**src/rtl/gnn_input_loader.sv**
```systemverilog
// Stream-to-frame loader for the GNN datapath: collects 16 features and 24 weights,
// fires a one-cycle start pulse, then holds the buses until the datapath reports done.
module gnn_input_loader #(
  parameter int DATA_W   = 5,
  parameter int NUM_FEAT = 16,
  parameter int NUM_WT   = 24,
  parameter int TIMEOUT  = 255
) (
  input  logic                         clk,
  input  logic                         rst_n,
  input  logic                         s_valid,
  input  logic                         s_sof,
  input  logic [DATA_W-1:0]            s_data,
  output logic                         s_ready,
  input  logic                         result_done,
  output logic [NUM_FEAT*DATA_W-1:0]   feat_bus,
  output logic [NUM_WT*DATA_W-1:0]     wt_bus,
  output logic                         in_ready,
  output logic                         busy,
  output logic                         frame_err,
  output logic                         timeout_err,
  output logic [7:0]                   frame_cnt
);

  localparam int NUM_WORDS = NUM_FEAT + NUM_WT;
  localparam int IDX_W     = $clog2(NUM_WORDS);
  localparam int FI_W      = $clog2(NUM_FEAT);
  localparam int WI_W      = $clog2(NUM_WT);
  localparam int TMO_W     = $clog2(TIMEOUT + 1);

  localparam logic [IDX_W-1:0] IDX_ONE  = IDX_W'(1);
  localparam logic [IDX_W-1:0] IDX_LAST = IDX_W'(NUM_WORDS - 1);
  localparam logic [IDX_W-1:0] FEAT_LIM = IDX_W'(NUM_FEAT);
  localparam logic [TMO_W-1:0] TMO_LAST = TMO_W'(TIMEOUT - 1);

  localparam logic [1:0] S_IDLE = 2'd0;
  localparam logic [1:0] S_LOAD = 2'd1;
  localparam logic [1:0] S_FIRE = 2'd2;
  localparam logic [1:0] S_WAIT = 2'd3;

  logic [1:0]        state;
  logic [IDX_W-1:0]  idx;
  logic [TMO_W-1:0]  tmo_cnt;
  logic              done_q;
  logic              accept;
  logic              done_rise;
  logic              wr_en;
  logic [IDX_W-1:0]  wr_idx;
  logic [IDX_W-1:0]  wt_off;

  logic [DATA_W-1:0] feat_mem [NUM_FEAT];
  logic [DATA_W-1:0] wt_mem   [NUM_WT];

  assign s_ready   = (state == S_IDLE) || (state == S_LOAD);
  assign busy      = (state == S_FIRE) || (state == S_WAIT);
  assign accept    = s_valid && s_ready;
  assign done_rise = result_done && !done_q;
  assign wt_off    = wr_idx - FEAT_LIM;

  // A start-of-frame word always lands in feature slot 0, whatever the current index.
  always_comb begin
    wr_en  = 1'b0;
    wr_idx = '0;
    if (accept) begin
      if (s_sof) begin
        wr_en  = 1'b1;
        wr_idx = '0;
      end else if (state == S_LOAD) begin
        wr_en  = 1'b1;
        wr_idx = idx;
      end
    end
  end

  always_ff @(posedge clk or negedge rst_n) begin
    if (!rst_n) begin
      for (int unsigned i = 0; i < NUM_FEAT; i++) feat_mem[i] <= '0;
      for (int unsigned i = 0; i < NUM_WT; i++)   wt_mem[i]   <= '0;
    end else if (wr_en) begin
      if (wr_idx < FEAT_LIM) feat_mem[wr_idx[FI_W-1:0]] <= s_data;
      else                   wt_mem[wt_off[WI_W-1:0]]   <= s_data;
    end
  end

  always_ff @(posedge clk or negedge rst_n) begin
    if (!rst_n) begin
      state       <= S_IDLE;
      idx         <= '0;
      tmo_cnt     <= '0;
      done_q      <= 1'b0;
      in_ready    <= 1'b0;
      frame_err   <= 1'b0;
      timeout_err <= 1'b0;
      frame_cnt   <= '0;
    end else begin
      done_q      <= result_done;
      in_ready    <= 1'b0;
      frame_err   <= 1'b0;
      timeout_err <= 1'b0;
      case (state)
        S_IDLE: begin
          if (accept) begin
            if (s_sof) begin
              idx   <= IDX_ONE;
              state <= S_LOAD;
            end else begin
              frame_err <= 1'b1;
            end
          end
        end
        S_LOAD: begin
          if (accept) begin
            if (s_sof) begin
              idx       <= IDX_ONE;
              frame_err <= 1'b1;
            end else if (idx == IDX_LAST) begin
              idx      <= '0;
              state    <= S_FIRE;
              in_ready <= 1'b1;
            end else begin
              idx <= idx + IDX_ONE;
            end
          end
        end
        S_FIRE: begin
          state     <= S_WAIT;
          tmo_cnt   <= '0;
          frame_cnt <= frame_cnt + 8'd1;
        end
        S_WAIT: begin
          // Completion is checked first so it wins over a coincident timeout.
          if (done_rise) begin
            state   <= S_IDLE;
            tmo_cnt <= '0;
          end else if (tmo_cnt == TMO_LAST) begin
            timeout_err <= 1'b1;
            state       <= S_IDLE;
            tmo_cnt     <= '0;
          end else begin
            tmo_cnt <= tmo_cnt + 1'b1;
          end
        end
        default: state <= S_IDLE;
      endcase
    end
  end

  for (genvar k = 0; k < NUM_FEAT; k++) begin : g_feat
    assign feat_bus[k*DATA_W +: DATA_W] = feat_mem[k];
  end

  for (genvar j = 0; j < NUM_WT; j++) begin : g_wt
    assign wt_bus[j*DATA_W +: DATA_W] = wt_mem[j];
  end

endmodule

```
**config.mk**
```make
export PLATFORM = sky130hd
export DESIGN_NAME = gnn_input_loader
export DESIGN_NICKNAME = d
export VERILOG_FILES = /design/src/rtl/gnn_input_loader.sv
export SDC_FILE = /design/constraint.sdc
export NUM_CORES = 1
export LEC_CHECK = 0
export BUFFER_PORTS_ARGS = -buffer_cell sky130_fd_sc_hd__buf_2
export CAP_MARGIN = 20
export CORE_ASPECT_RATIO = 0.8
export CORE_UTILIZATION = 40
export DETAILED_ROUTE_END_ITERATION = 16
export REMOVE_ABC_BUFFERS = 1
export SLEW_MARGIN = 20
export SYNTH_ARGS = -nofsm -noshare
export SYNTH_HDL_FRONTEND = slang
export SYNTH_SLANG_ARGS = --single-unit
```
**constraint.sdc**
```tcl
create_clock -name clk -period 3.3 [get_ports clk]
set_clock_uncertainty 0.05 [all_clocks]
set_input_delay 0.66 -clock clk [delete_from_list [all_inputs] [get_ports clk]]
set_output_delay 0.66 -clock clk [all_outputs]
set_load 0.005 [all_outputs]
```
==> qor.yml <==
synth_area_leader_cell: "dfrtp_1"
period_share_pct: 87.9
crit_path_start_kind: "flip-flop"
synthArstFlopShare_pct: 100
setup_tns_ns: 0
hold_viol_final: 0
viasPerCell: 5.20
start_util_pct: 41.4
cp_data_required_time_ns: 3.63
cts_resized: 0
grt_usage_pct: 20.2
drive_gt1_share_pct: 54.6
synth_enable_flop_cells: 0
hpwlAfterDp_um: 16200
cp.arrival_ns: 3.23
slew_headroom_pct: 36.3
rsz0062_at_grt: "no"
seqPwrFrac_pct: 45.1
grt_pass1_vias: 6465
postSynthCellCount: 663
postCtsSetupBuffers: 0
power_frac_comb_pct: 17.0
dieArea_um2: 24300
ios: 223
synth-seq-cells: 228
die_h_um: 140
hold_path.class: "input port to async pin"
wirelength_um: 24100
sw_frac_of_total_pct: 26.9
min_period_ns: 2.90
clock_path_buffers: 3
timing.critical_path.from: "state[0]"
drt-initial-drc-count: 404
cp_slowest_cell: "o21ai_1"
routabilityCongestion: 0.887
layout.nets: 905
netlist.area_leader.share_pct: 60.2
r2r_start: "state[0]"
synth_cell_types: 50
power.leakage_nw: 6.43
syn_avg_cell_area_um2: 14.3
grt_remaining_overflow: 0
port_buffers: 222
path_buf_inv: 1
setup_violations: 0
yosysWarnings: 0
syn_to_final_growth_pct: 23.9
cts-root-buf: "clkbuf_16"
grt_max_degree: 92
cts_tree: "built"
coreArea_um2: 22900
ir_drop_mv: 0.388
crit_fanout: 11
fin_ws_ns: 0.399
diodes: 0
dieWidth_um: 174
powerDensity_nw_per_um2: 620
rrSetupSlack_ns: 0.40
design_area_um2: 11700
synth_flop_cell: "dfrtp_1"
cts_hold_buf: 0
fp-row-count: 49
placed_cell_area_um2: 10900
netlist_top_cells_area: "dfrtp_1 60%, mux2_2 23%, mux2_4 1.6%"
place_ws_ns: 0.463
antenna_left: 0
yosysSeqAreaShare_pct: 60.2
syn_area_um2: 9480
clock_sinks: 228
maxCapViolations: 0
p_clk_share_pct: 37.9
clkLatencyLatePin_ns: 0.51
cts_made_buffers: 24
worst-setup-path-type: "flip-flop to flip-flop"
drtPass1Iterations: 4
tightestPinTransition_ns: 0.956
cts.clk_slew.worst_paths_ns: 0.06
grt_pass1_wl_um: 38600
slowest_delay_ns: 0.68
max_freq_mhz: 345
status: "finished clean"
path_cells: "inv_1, ha_1, o21ai_1, nor2_1, a2111oi_4, mux2_2"
cp_top_family: "compound AO/OA/AOI/OAI gates"
vias: 6260
wl_per_cell_um: 20.0
cts_max_level: 1
internal_power_w: 0.00532
critPathCaptureType: "flip-flop"
drc: 0
power_switching_w: 0.00196
grt_antenna_before_repair: 0
maxSlewViolCount: 0
==> metrics by stage <==
| stage | hold slack, ns | instances | power [W] | util, % |
|---|---|---|---|---|
| after floorplan | 0.314 | 619 | 0.00398 | - |
| after global placement | 0.409 | 1165 | 0.00456 | 47.8 |
| after detailed placement | 0.408 | 1165 | 0.00458 | 47.8 |
| after CTS | 0.115 | 1205 | 0.00737 | 51.3 |
| after global routing | 0.144 | 1205 | 0.00764 | 51.3 |
| final | 0.0822 | 1205 | 0.00728 | 51.3 |
==> metal layers <==
metal,GRT usage (%),up-vias,wire (um)
met5,0,-,0
met4,3.51,0,330
met3,6.78,26,2110
met2,28.4,212,9750
met1,30.3,3214,11900
li1,-,2808,-
==> worst reg2reg max path: cells and delay by family, from the launching register on <==
family / cells / cell delay, ns
flip-flops: 1 / 0.40
buffers and inverters: 1 / 0.09
adder cells (fa/ha/maj): 1 / 0.30
AO/OA/AOI/OAI: 2 / 1.27
AND/OR/NAND/NOR: 1 / 0.25
multiplexers: 1 / 0.40
==> flip-flops by register name, indices dropped and copies added, names as in the netlist <==
register	flops
timeout_err	1
in_ready	1
frame_err	1
feat_bus	80
tmo_cnt	8
frame_cnt	8
state	2
wt_bus	120
idx	6
done_q	1
==> path summary, 6_finish.rpt <==
path | end | depth (start not counted)
max in group asynchronous | tmo_cnt[6] | 2
min | feat_bus[57] | 1
max reg2reg | feat_bus[62] | 6
max | feat_bus[62] | 6
min reg2reg | frame_cnt[7] | 1
min in group clk | done_q | 1
==> cells in the mapped netlist (all sizes together) (2+ instances only) <==
library cell    n
a21o            3
clkbuf         28
dfrtp         228
xor2            8
nand2          22
o21a            2
nor4bb          2
or2             3
nor2b           3
buf            16
nor3           13
o21ai           6
and3            7
nor4            6
o211ai          2
nand4          17
or3             2
and2            4
nand3          13
xnor2           8
mux2          203
inv             9
nor2           22
ha             10
nand4b          2
a21oi           4
and4            6
==> power by group through the flow <==
| stage | sequential [W] | combinational, W | clock, W |
|---|---|---|---|
| floorplan | 0.00331 | 0.000667 | 0 |
| global placement | 0.00333 | 0.00123 | 0 |
| detailed placement | 0.00333 | 0.00125 | 0 |
| CTS | 0.00328 | 0.00125 | 0.00284 |
| global route | 0.00332 | 0.00138 | 0.00294 |
| finish | 0.00328 | 0.00124 | 0.00276 |
==> cell type report <==
cell class	instances	area, um^2
Tap cell	306	383
Multi-Input combinational cell	382	3550
Clock buffer	34	699
Timing Repair Buffer	240	1270
Clock inverter	6	105
Fill cell	2040	11100
Sequential cell	228	5710
Inverter	9	33.8
==> layout by cell type, fill, tap and decap left out, types with 3 or more instances in the layout <==
master / netlist / final
nand2_1: 22 / 22
dfrtp_1: 228 / 228
xor2_1: 8 / 8
clkinv_2: 0 / 3
nor3_1: 10 / 10
ha_1: 10 / 10
o21ai_0: 5 / 5
bufinv_16: 0 / 3
mux2_2: 193 / 193
nor3_2: 3 / 3
buf_2: 9 / 221
and4_1: 6 / 6
nor4_2: 3 / 3
clkbuf_1: 28 / 5
clkbuf_8: 0 / 4
mux2_4: 10 / 10
and3_1: 7 / 7
a21oi_1: 4 / 4
buf_4: 0 / 17
and2_1: 4 / 4
clkbuf_16: 0 / 25
a21o_1: 3 / 3
inv_1: 9 / 9
nand4_1: 17 / 17
nor2b_1: 3 / 3
nor2_1: 22 / 22
nand3_1: 13 / 13
xnor2_1: 8 / 8
==> kinds of logic (layout without fill, tap and decap cells) <==
family / after synthesis / in the layout / share of synthesized area, %
compound gates: 26 / 26 / 2.24
xor+xnor: 16 / 16 / 1.48
fa+ha+maj: 10 / 10 / 1.32
buf+inv: 53 / 289 / 2.38
flops: 228 / 228 / 60.2
mux: 204 / 204 / 24.6
simple gates: 126 / 126 / 7.76
No activity file was read; power rests on OpenSTA's default activity.
